## config.mk

```make
export PLATFORM = sky130hd
export DESIGN_NAME = whack_round_ctrl
export DESIGN_NICKNAME = d
export VERILOG_FILES = /design/src/rtl/whack_pkg.sv /design/src/rtl/whack_lfsr8.sv /design/src/rtl/whack_round_ctrl.sv
export SDC_FILE = /design/constraint.sdc
export NUM_CORES = 1
export LEC_CHECK = 0
export CORE_AREA = 2 2 125 114
export CTS_BUF_LIST = sky130_fd_sc_hd__clkbuf_4 sky130_fd_sc_hd__clkbuf_8
export DETAILED_ROUTE_END_ITERATION = 8
export DIE_AREA = 0 0 127 116
export DONT_BUFFER_PORTS = 1
export GPL_TIMING_DRIVEN = 0
export HOLD_SLACK_MARGIN = 0.1
export PLACE_DENSITY_LB_ADDON = 0.08
export SKIP_LAST_GASP = 1
export SLEW_MARGIN = 20
export SYNTH_ARGS = -nofsm -noshare
export SYNTH_HDL_FRONTEND = slang
export SYNTH_HIERARCHICAL = 1
export SYNTH_SLANG_ARGS = --single-unit
```

## constraint.sdc

```tcl
create_clock -name clk -period 2.8 [get_ports clk]
set_clock_uncertainty 0.15 [all_clocks]
set_input_delay 0.84 -clock clk [delete_from_list [all_inputs] [get_ports clk]]
set_output_delay 0.84 -clock clk [all_outputs]
set_load 0.03 [all_outputs]
```

## src/rtl/whack_pkg.sv

```systemverilog
// Shared definitions for the whack-a-mole round sequencer.
//   state_t   : round sequencer FSM states
//   LFSR_TAPS : feedback mask for x^8+x^6+x^5+x^4+1 (shift-left Fibonacci form)
//   SCORE_W   : width of the score and miss counters
//   ROUND_W   : width of the round counter
package whack_pkg;

  localparam int unsigned SCORE_W = 8;
  localparam int unsigned ROUND_W = 5;

  // Bits 7,5,4,3 of the register feed the XOR for x^8, x^6, x^5, x^4.
  localparam logic [7:0] LFSR_TAPS = 8'hB8;

  typedef enum logic [2:0] {
    StIdle,
    StArm,
    StShow,
    StHitFb,
    StMissFb,
    StGameOver
  } state_t;

  function automatic logic [7:0] lfsr_next(input logic [7:0] cur);
    return {cur[6:0], ^(cur & LFSR_TAPS)};
  endfunction

endpackage

```

## src/rtl/whack_lfsr8.sv

```systemverilog
// Free-running 8-bit Fibonacci LFSR used to pick the next hole.
// Ports:
//   clk  : clock
//   rst  : asynchronous active-high reset, loads SEED
//   lfsr : current register value, advances every cycle out of reset
module whack_lfsr8
  import whack_pkg::*;
#(
  parameter logic [7:0] SEED = 8'hA5
) (
  input  logic       clk,
  input  logic       rst,
  output logic [7:0] lfsr
);

  always_ff @(posedge clk or posedge rst) begin
    if (rst) begin
      lfsr <= SEED;
    end else begin
      lfsr <= lfsr_next(lfsr);
    end
  end

endmodule

```

## src/rtl/whack_round_ctrl.sv

```systemverilog
// Round sequencer for the whack-a-mole game: picks a hole, raises the mole,
// drives the interval timer and scores each round as a hit or a miss.
// Ports:
//   clk, rst      : clock, asynchronous active-high reset
//   start         : one-cycle pulse, starts a game from idle or game over
//   hit           : one-cycle button pulses, one bit per hole
//   tmr_timeout   : one-cycle pulse from the interval timer
//   tmr_restart   : one-cycle reload pulse to the timer
//   tmr_run       : timer counts while high
//   tmr_interval  : timer interval in seconds
//   tmr_dir       : timer direction, always count down
//   mole          : one-hot active hole, zero when no mole is up
//   score, misses : saturating hit / miss counters
//   round         : rounds completed in the current game
//   busy          : game in progress
//   game_over     : game finished, counters held
module whack_round_ctrl
  import whack_pkg::*;
#(
  parameter int unsigned NUM_HOLES      = 4,
  parameter int unsigned ROUNDS         = 16,
  parameter int unsigned START_INTERVAL = 5,
  parameter int unsigned MIN_INTERVAL   = 1,
  parameter int unsigned FB_CYCLES      = 25_000,
  parameter logic [7:0]  LFSR_SEED      = 8'hA5
) (
  input  logic                 clk,
  input  logic                 rst,
  input  logic                 start,
  input  logic [NUM_HOLES-1:0] hit,
  input  logic                 tmr_timeout,
  output logic                 tmr_restart,
  output logic                 tmr_run,
  output logic [2:0]           tmr_interval,
  output logic                 tmr_dir,
  output logic [NUM_HOLES-1:0] mole,
  output logic [SCORE_W-1:0]   score,
  output logic [SCORE_W-1:0]   misses,
  output logic [ROUND_W-1:0]   round,
  output logic                 busy,
  output logic                 game_over
);

  localparam int unsigned HOLE_W = $clog2(NUM_HOLES);
  localparam int unsigned FB_W   = (FB_CYCLES > 1) ? $clog2(FB_CYCLES) : 1;

  localparam logic [2:0]         START_INT = 3'(START_INTERVAL);
  localparam logic [2:0]         MIN_INT   = 3'(MIN_INTERVAL);
  localparam logic [ROUND_W-1:0] LAST_RND  = ROUND_W'(ROUNDS);
  localparam logic [FB_W-1:0]    FB_LOAD   = FB_W'(FB_CYCLES - 1);
  localparam logic [NUM_HOLES-1:0] ONE_HOT0 = {{(NUM_HOLES - 1){1'b0}}, 1'b1};
  localparam logic [SCORE_W-1:0] CNT_MAX   = '1;

  state_t              state;
  logic [HOLE_W-1:0]   hole;
  logic [FB_W-1:0]     fb_cnt;
  logic [7:0]          lfsr;

  logic [NUM_HOLES-1:0] arm_onehot;
  logic [NUM_HOLES-1:0] hole_onehot;
  logic [SCORE_W-1:0]   score_inc;
  logic [SCORE_W-1:0]   misses_inc;
  logic [ROUND_W-1:0]   round_inc;
  logic                 harder;
  logic                 unused_lfsr;

  whack_lfsr8 #(
    .SEED (LFSR_SEED)
  ) u_lfsr (
    .clk  (clk),
    .rst  (rst),
    .lfsr (lfsr)
  );

  // Only the low bits select a hole; the rest just keep the sequence long.
  assign unused_lfsr = ^lfsr;

  assign tmr_dir = 1'b0;

  always_comb begin
    arm_onehot  = ONE_HOT0 << lfsr[HOLE_W-1:0];
    hole_onehot = ONE_HOT0 << hole;
    score_inc   = (score == CNT_MAX) ? score : score + SCORE_W'(1);
    misses_inc  = (misses == CNT_MAX) ? misses : misses + SCORE_W'(1);
    round_inc   = round + ROUND_W'(1);
    // Every fourth correct hit shortens the interval, down to the floor.
    harder      = (score_inc[1:0] == 2'b00) && (score_inc != '0) &&
                  (tmr_interval > MIN_INT);
  end

  always_ff @(posedge clk or posedge rst) begin
    if (rst) begin
      state        <= StIdle;
      hole         <= '0;
      fb_cnt       <= '0;
      mole         <= '0;
      score        <= '0;
      misses       <= '0;
      round        <= '0;
      tmr_restart  <= 1'b0;
      tmr_run      <= 1'b0;
      tmr_interval <= START_INT;
      busy         <= 1'b0;
      game_over    <= 1'b0;
    end else begin
      tmr_restart <= 1'b0;
      case (state)
        StIdle, StGameOver: begin
          if (start) begin
            score        <= '0;
            misses       <= '0;
            round        <= '0;
            tmr_interval <= START_INT;
            tmr_restart  <= 1'b1;
            busy         <= 1'b1;
            game_over    <= 1'b0;
            state        <= StArm;
          end
        end
        StArm: begin
          hole    <= lfsr[HOLE_W-1:0];
          mole    <= arm_onehot;
          tmr_run <= 1'b1;
          state   <= StShow;
        end
        StShow: begin
          // A button press wins over a coincident timeout.
          if (hit != '0) begin
            mole    <= '0;
            tmr_run <= 1'b0;
            fb_cnt  <= FB_LOAD;
            if (hit == hole_onehot) begin
              score <= score_inc;
              if (harder) begin
                tmr_interval <= tmr_interval - 3'd1;
              end
              state <= StHitFb;
            end else begin
              misses <= misses_inc;
              state  <= StMissFb;
            end
          end else if (tmr_timeout) begin
            mole    <= '0;
            tmr_run <= 1'b0;
            fb_cnt  <= FB_LOAD;
            misses  <= misses_inc;
            state   <= StMissFb;
          end
        end
        StHitFb, StMissFb: begin
          if (fb_cnt == '0) begin
            round <= round_inc;
            if (round_inc == LAST_RND) begin
              busy      <= 1'b0;
              game_over <= 1'b1;
              state     <= StGameOver;
            end else begin
              tmr_restart <= 1'b1;
              state       <= StArm;
            end
          end else begin
            fb_cnt <= fb_cnt - FB_W'(1);
          end
        end
        default: state <= StIdle;
      endcase
    end
  end

endmodule

```

==> impl_results.html <==
<table>
<tr><th>Metric</th><th>Value</th></tr>
<tr><th colspan="2">Run status</th></tr>
<tr><td>Run status</td><td>finished clean</td></tr>
<tr><th colspan="2">Global routing</th></tr>
<tr><td>Initial antenna violation count</td><td>0</td></tr>
<tr><td>Gr ovfl total</td><td>0</td></tr>
<tr><td>Total global routing track utilization</td><td>12.2%</td></tr>
<tr><td>Pin count of the biggest net entering global routing</td><td>49</td></tr>
<tr><td>Wire length of the first global-routing pass</td><td>13.8 mm</td></tr>
<tr><td>Via count of the first global-routing pass</td><td>2516</td></tr>
<tr><th colspan="2">Detailed routing</th></tr>
<tr><td>DRC violation count after routing</td><td>0</td></tr>
<tr><td>Antenna-violating nets left</td><td>0</td></tr>
<tr><td>Final Routed Wirelength</td><td>8.35 mm</td></tr>
<tr><td>Routed WL per cell</td><td>16.0 um</td></tr>
<tr><td>Pre-antenna DRT Iters</td><td>4</td></tr>
<tr><td>Via count</td><td>2513</td></tr>
<tr><td>Number of DRC markers after the initial detailed-route iteration</td><td>139</td></tr>
<tr><td>Post-detailed-route via-to-cell ratio</td><td>4.80</td></tr>
<tr><th colspan="2">Clock tree</th></tr>
<tr><td>Clk Tree Root Cell</td><td>clkbuf_8</td></tr>
<tr><td>H-Tree Level Count</td><td>3</td></tr>
<tr><td>Clock sinks</td><td>60</td></tr>
<tr><td>Clock tree from TritonCTS</td><td>built</td></tr>
<tr><td>Maximum buffer depth of the clock tree</td><td>2</td></tr>
<tr><td># Post-CTS Setup Buffers</td><td>0</td></tr>
<tr><td>Clock buffers created by TritonCTS</td><td>9</td></tr>
<tr><td>Skew-Pair Late Insertion Delay</td><td>360 ps</td></tr>
<tr><td>Clock input transition at the sequential cells of the worst setup and hold paths</td><td>70 ps</td></tr>
<tr><th colspan="2">Final layout</th></tr>
<tr><td>Diode count</td><td>0</td></tr>
<tr><td>Fraction of final layout cells with drive strength greater than 1</td><td>17.7%</td></tr>
<tr><td>Final-stage net count</td><td>364</td></tr>
<tr><td>Sequential Area</td><td>1510 um2</td></tr>
<tr><td>Final Non-Filler Cells</td><td>523</td></tr>
<tr><td>Growth of design area from synthesis to finish</td><td>14.4%</td></tr>
<tr><td>Footprint of the multi-input gates</td><td>1650 um2</td></tr>
<tr><td>Core Util, Final</td><td>28.4%</td></tr>
<tr><td>Number of fillers in the final layout</td><td>1406</td></tr>
<tr><th colspan="2">Yosys</th></tr>
<tr><td>Synthesis Warnings</td><td>6</td></tr>
<tr><td>Synthesized area</td><td>3300 um2</td></tr>
<tr><td>Top area cells in the synthesized netlist</td><td>dfrtp_1, dfstp_2, nand2_1</td></tr>
<tr><td>Dominant cell by count in the synthesized netlist</td><td>dfrtp_1</td></tr>
<tr><td>Library cell occupying the most area in the post-synthesis netlist</td><td>dfrtp_1</td></tr>
<tr><td>FF+latch count, synth</td><td>60</td></tr>
<tr><td>Cells after synthesis</td><td>337</td></tr>
<tr><td>Share of synthesized flip-flops with an asynchronous set or reset</td><td>100%</td></tr>
<tr><td>Share of the yosys chip area belonging to registers</td><td>45.7%</td></tr>
<tr><td>Leading post-synthesis cells by instance count</td><td>dfrtp_1, nand2_1, nor2_1, o21ai_0, a21oi_1</td></tr>
<tr><td>Mapped Avg Cell Area</td><td>9.79 um2</td></tr>
<tr><td>Post-synth top area share</td><td>41.0%</td></tr>
<tr><td>Number of different library cells in the post-synthesis netlist</td><td>63</td></tr>
<tr><td>Post-synth net total</td><td>351</td></tr>
<tr><td>Predominant post-synthesis flop cell</td><td>dfrtp_1</td></tr>
<tr><td>Number of synthesized flops with an enable pin</td><td>0</td></tr>
<tr><th colspan="2">Power</th></tr>
<tr><td>Comb pwr share</td><td>30.3%</td></tr>
<tr><td>Ratio of total power to cell area</td><td>809 nW/um2</td></tr>
<tr><td>Leakage power summed over all cells</td><td>1.47 nW</td></tr>
<tr><td>Largest vdd supply drop</td><td>253 uV</td></tr>
<tr><td>Clock group share of total power</td><td>29.4%</td></tr>
<tr><td>Switching power total</td><td>1.20 mW</td></tr>
<tr><td>Reg power frac</td><td>40.3%</td></tr>
<tr><td>Cell internal power dissipation</td><td>1.85 mW</td></tr>
<tr><td>Switching Fraction</td><td>39.4%</td></tr>
<tr><th colspan="2">Timing</th></tr>
<tr><td>Final count of hold timing violations</td><td>0</td></tr>
<tr><td>Worst slew slack as a fraction of its limit</td><td>58.4%</td></tr>
<tr><td>Highest clock frequency the design can meet</td><td>386 MHz</td></tr>
<tr><td>Setup Viol. Count Final</td><td>0</td></tr>
<tr><td>Total negative setup slack</td><td>0 ps</td></tr>
<tr><td>Pins Over Slew Limit</td><td>0</td></tr>
<tr><td>Ratio of final minimum period to clock period</td><td>92.6%</td></tr>
<tr><td>RSZ-0062 raised after global routing</td><td>false</td></tr>
<tr><td>Slew @ Worst Pin</td><td>619 ps</td></tr>
<tr><td>Post-route minimum period</td><td>2590 ps</td></tr>
<tr><td>Post-layout worst setup margin</td><td>206 ps</td></tr>
<tr><th colspan="2">Worst setup path</th></tr>
<tr><td>Cell breakdown of the critical path</td><td>ha_1 -&gt; nand4_1 -&gt; nor4_1 -&gt; o22ai_1 -&gt; a31o_1 -&gt; or4_1 -&gt; nand3b_1</td></tr>
<tr><td>Critical path peak fanout</td><td>6</td></tr>
<tr><td>Worst Path Arrival</td><td>2740 ps</td></tr>
<tr><td>Data required, critical path</td><td>2940 ps</td></tr>
<tr><td>Cell with the largest stage delay on the worst path</td><td>dfrtp_1</td></tr>
<tr><td>Critical setup path kind</td><td>register to register</td></tr>
<tr><td>Critical path capture point type</td><td>register</td></tr>
<tr><td>CP max stage delay</td><td>580 ps</td></tr>
<tr><td>CP startpoint kind</td><td>register</td></tr>
<tr><th colspan="2">Placement</th></tr>
<tr><td>Placer Congestion</td><td>0.745</td></tr>
<tr><td>Half-perimeter wire length of the detailed placement result</td><td>5.68 mm</td></tr>
<tr><td>Pre-CTS WS</td><td>-7.58 ps</td></tr>
<tr><td>Count of buffers from port buffering</td><td>0</td></tr>
<tr><td>Placed cells</td><td>506</td></tr>
<tr><th colspan="2">Floorplanning</th></tr>
<tr><td>Floorplan core area</td><td>13300 um2</td></tr>
<tr><td>Overall die area</td><td>14700 um2</td></tr>
<tr><td>I/O Pins</td><td>41</td></tr>
<tr><td>Die Span X</td><td>127 um</td></tr>
<tr><td>Starting density of the core</td><td>24.8%</td></tr>
<tr><td>Die Ht</td><td>116 um</td></tr>
<tr><td># rows</td><td>40</td></tr>
<tr><th colspan="2">Hold path</th></tr>
<tr><td>Classification of the worst-slack hold path</td><td>input port to async pin</td></tr>
<tr><th colspan="2">Job</th></tr>
<tr><td>Number of maximum-capacitance violations</td><td>0</td></tr>
</table>
==> layout by cell type (no fill, tap or decap), types with 7 or more instances in the layout <==
cell / n
dfrtp_1: 53
nand2_1: 36
or4_1: 7
xnor2_1: 13
nor3_1: 8
nand3_1: 12
a21oi_1: 15
nor2_1: 25
o21ai_0: 25
clkbuf_8: 10
o31ai_1: 7
buf_2: 7
inv_1: 12
==> flip-flops by register name, summed over array words and instances (netlist names) <==
signal        count
fb_cnt           15
misses            8
score             8
u_lfsr/lfsr       8
round             5
mole              4
state             3
tmr_interval      3
hole              2
busy              1
game_over         1
tmr_restart       1
tmr_run           1
==> stage by stage <==
step	hold slack, ps	total power, mW	cell area (um2)
floorplan	183	1.92	3300
global placement	186	2.18	3510
detailed placement	200	2.18	3540
CTS	146	3.11	3770
global route	151	3.28	3770
finish	158	3.05	3770
==> worst max-delay path, delay by kind of cell (launching register included) <==
kind / cells / cell delay [ps]
AO/OA/AOI/OAI: 2 / 380
adder cells (fa/ha/maj): 1 / 360
flip-flops: 1 / 580
AND/OR/NAND/NOR: 4 / 1060
==> what timing repair did <==
action | in CTS | in global routing
hold buffers | 1 | 0
hold endpoints to repair | 4 | 0
resized for setup | 0 | 2
endpoints found under the setup margin | 0 | 2
==> power groups by stage <==
stage	clock [mW]	sequential (mW)	combinational [mW]
2_1_floorplan	0	1.21	0.716
3_3_place_gp	0	1.25	0.934
3_5_place_dp	0	1.25	0.937
4_1_cts	0.939	1.23	0.938
5_1_grt	0.976	1.25	1.05
6_report	0.899	1.23	0.926
==> final timing paths <==
check | startpoint | end | slack [ps] | cells after the start
max in group asynchronous | rst | tmr_interval[2] | 1290 | 3
min in group clk | u_lfsr/lfsr[6] | u_lfsr/lfsr[7] | 200 | 0
hold reg to reg | u_lfsr/lfsr[6] | u_lfsr/lfsr[7] | 200 | 0
setup reg to reg | score[1] | tmr_interval[1] | 210 | 7
setup / recovery | score[1] | tmr_interval[1] | 210 | 7
hold / removal | rst | u_lfsr/lfsr[6] | 160 | 1
==> per-layer routing <==
layer / vias to the layer above / share of wire, % / global-route usage, %
met5: - / 0 / 0
met4: 0 / 1.2 / 3.52
met3: 6 / 7.1 / 5.96
met2: 45 / 43 / 18.1
met1: 1225 / 49 / 15.9
li1: 1237 / - / -
==> layout make-up <==
class	count	share of cell area, %
clock inverter	5	1.99
clock buffer	11	3.84
sequential	60	40.0
multi-input combinational	248	43.7
inverter	13	1.36
buffer	16	2.52
timing repair buffer	2	0.994
tap	168	5.57
==> cells by family (layout without fill, tap and decap cells) <==
family	Yosys count	in the layout	share of synthesized area (%)
buf+inv	29	47	4.36
simple gates	142	142	25.1
flops	60	60	45.7
other cells	1	1	0.114
mux	7	7	2.65
compound gates	76	76	15.5
fa+ha+maj	6	6	2.28
xor+xnor	16	16	4.25
Note: power is estimated with default switching activity, not from simulation.
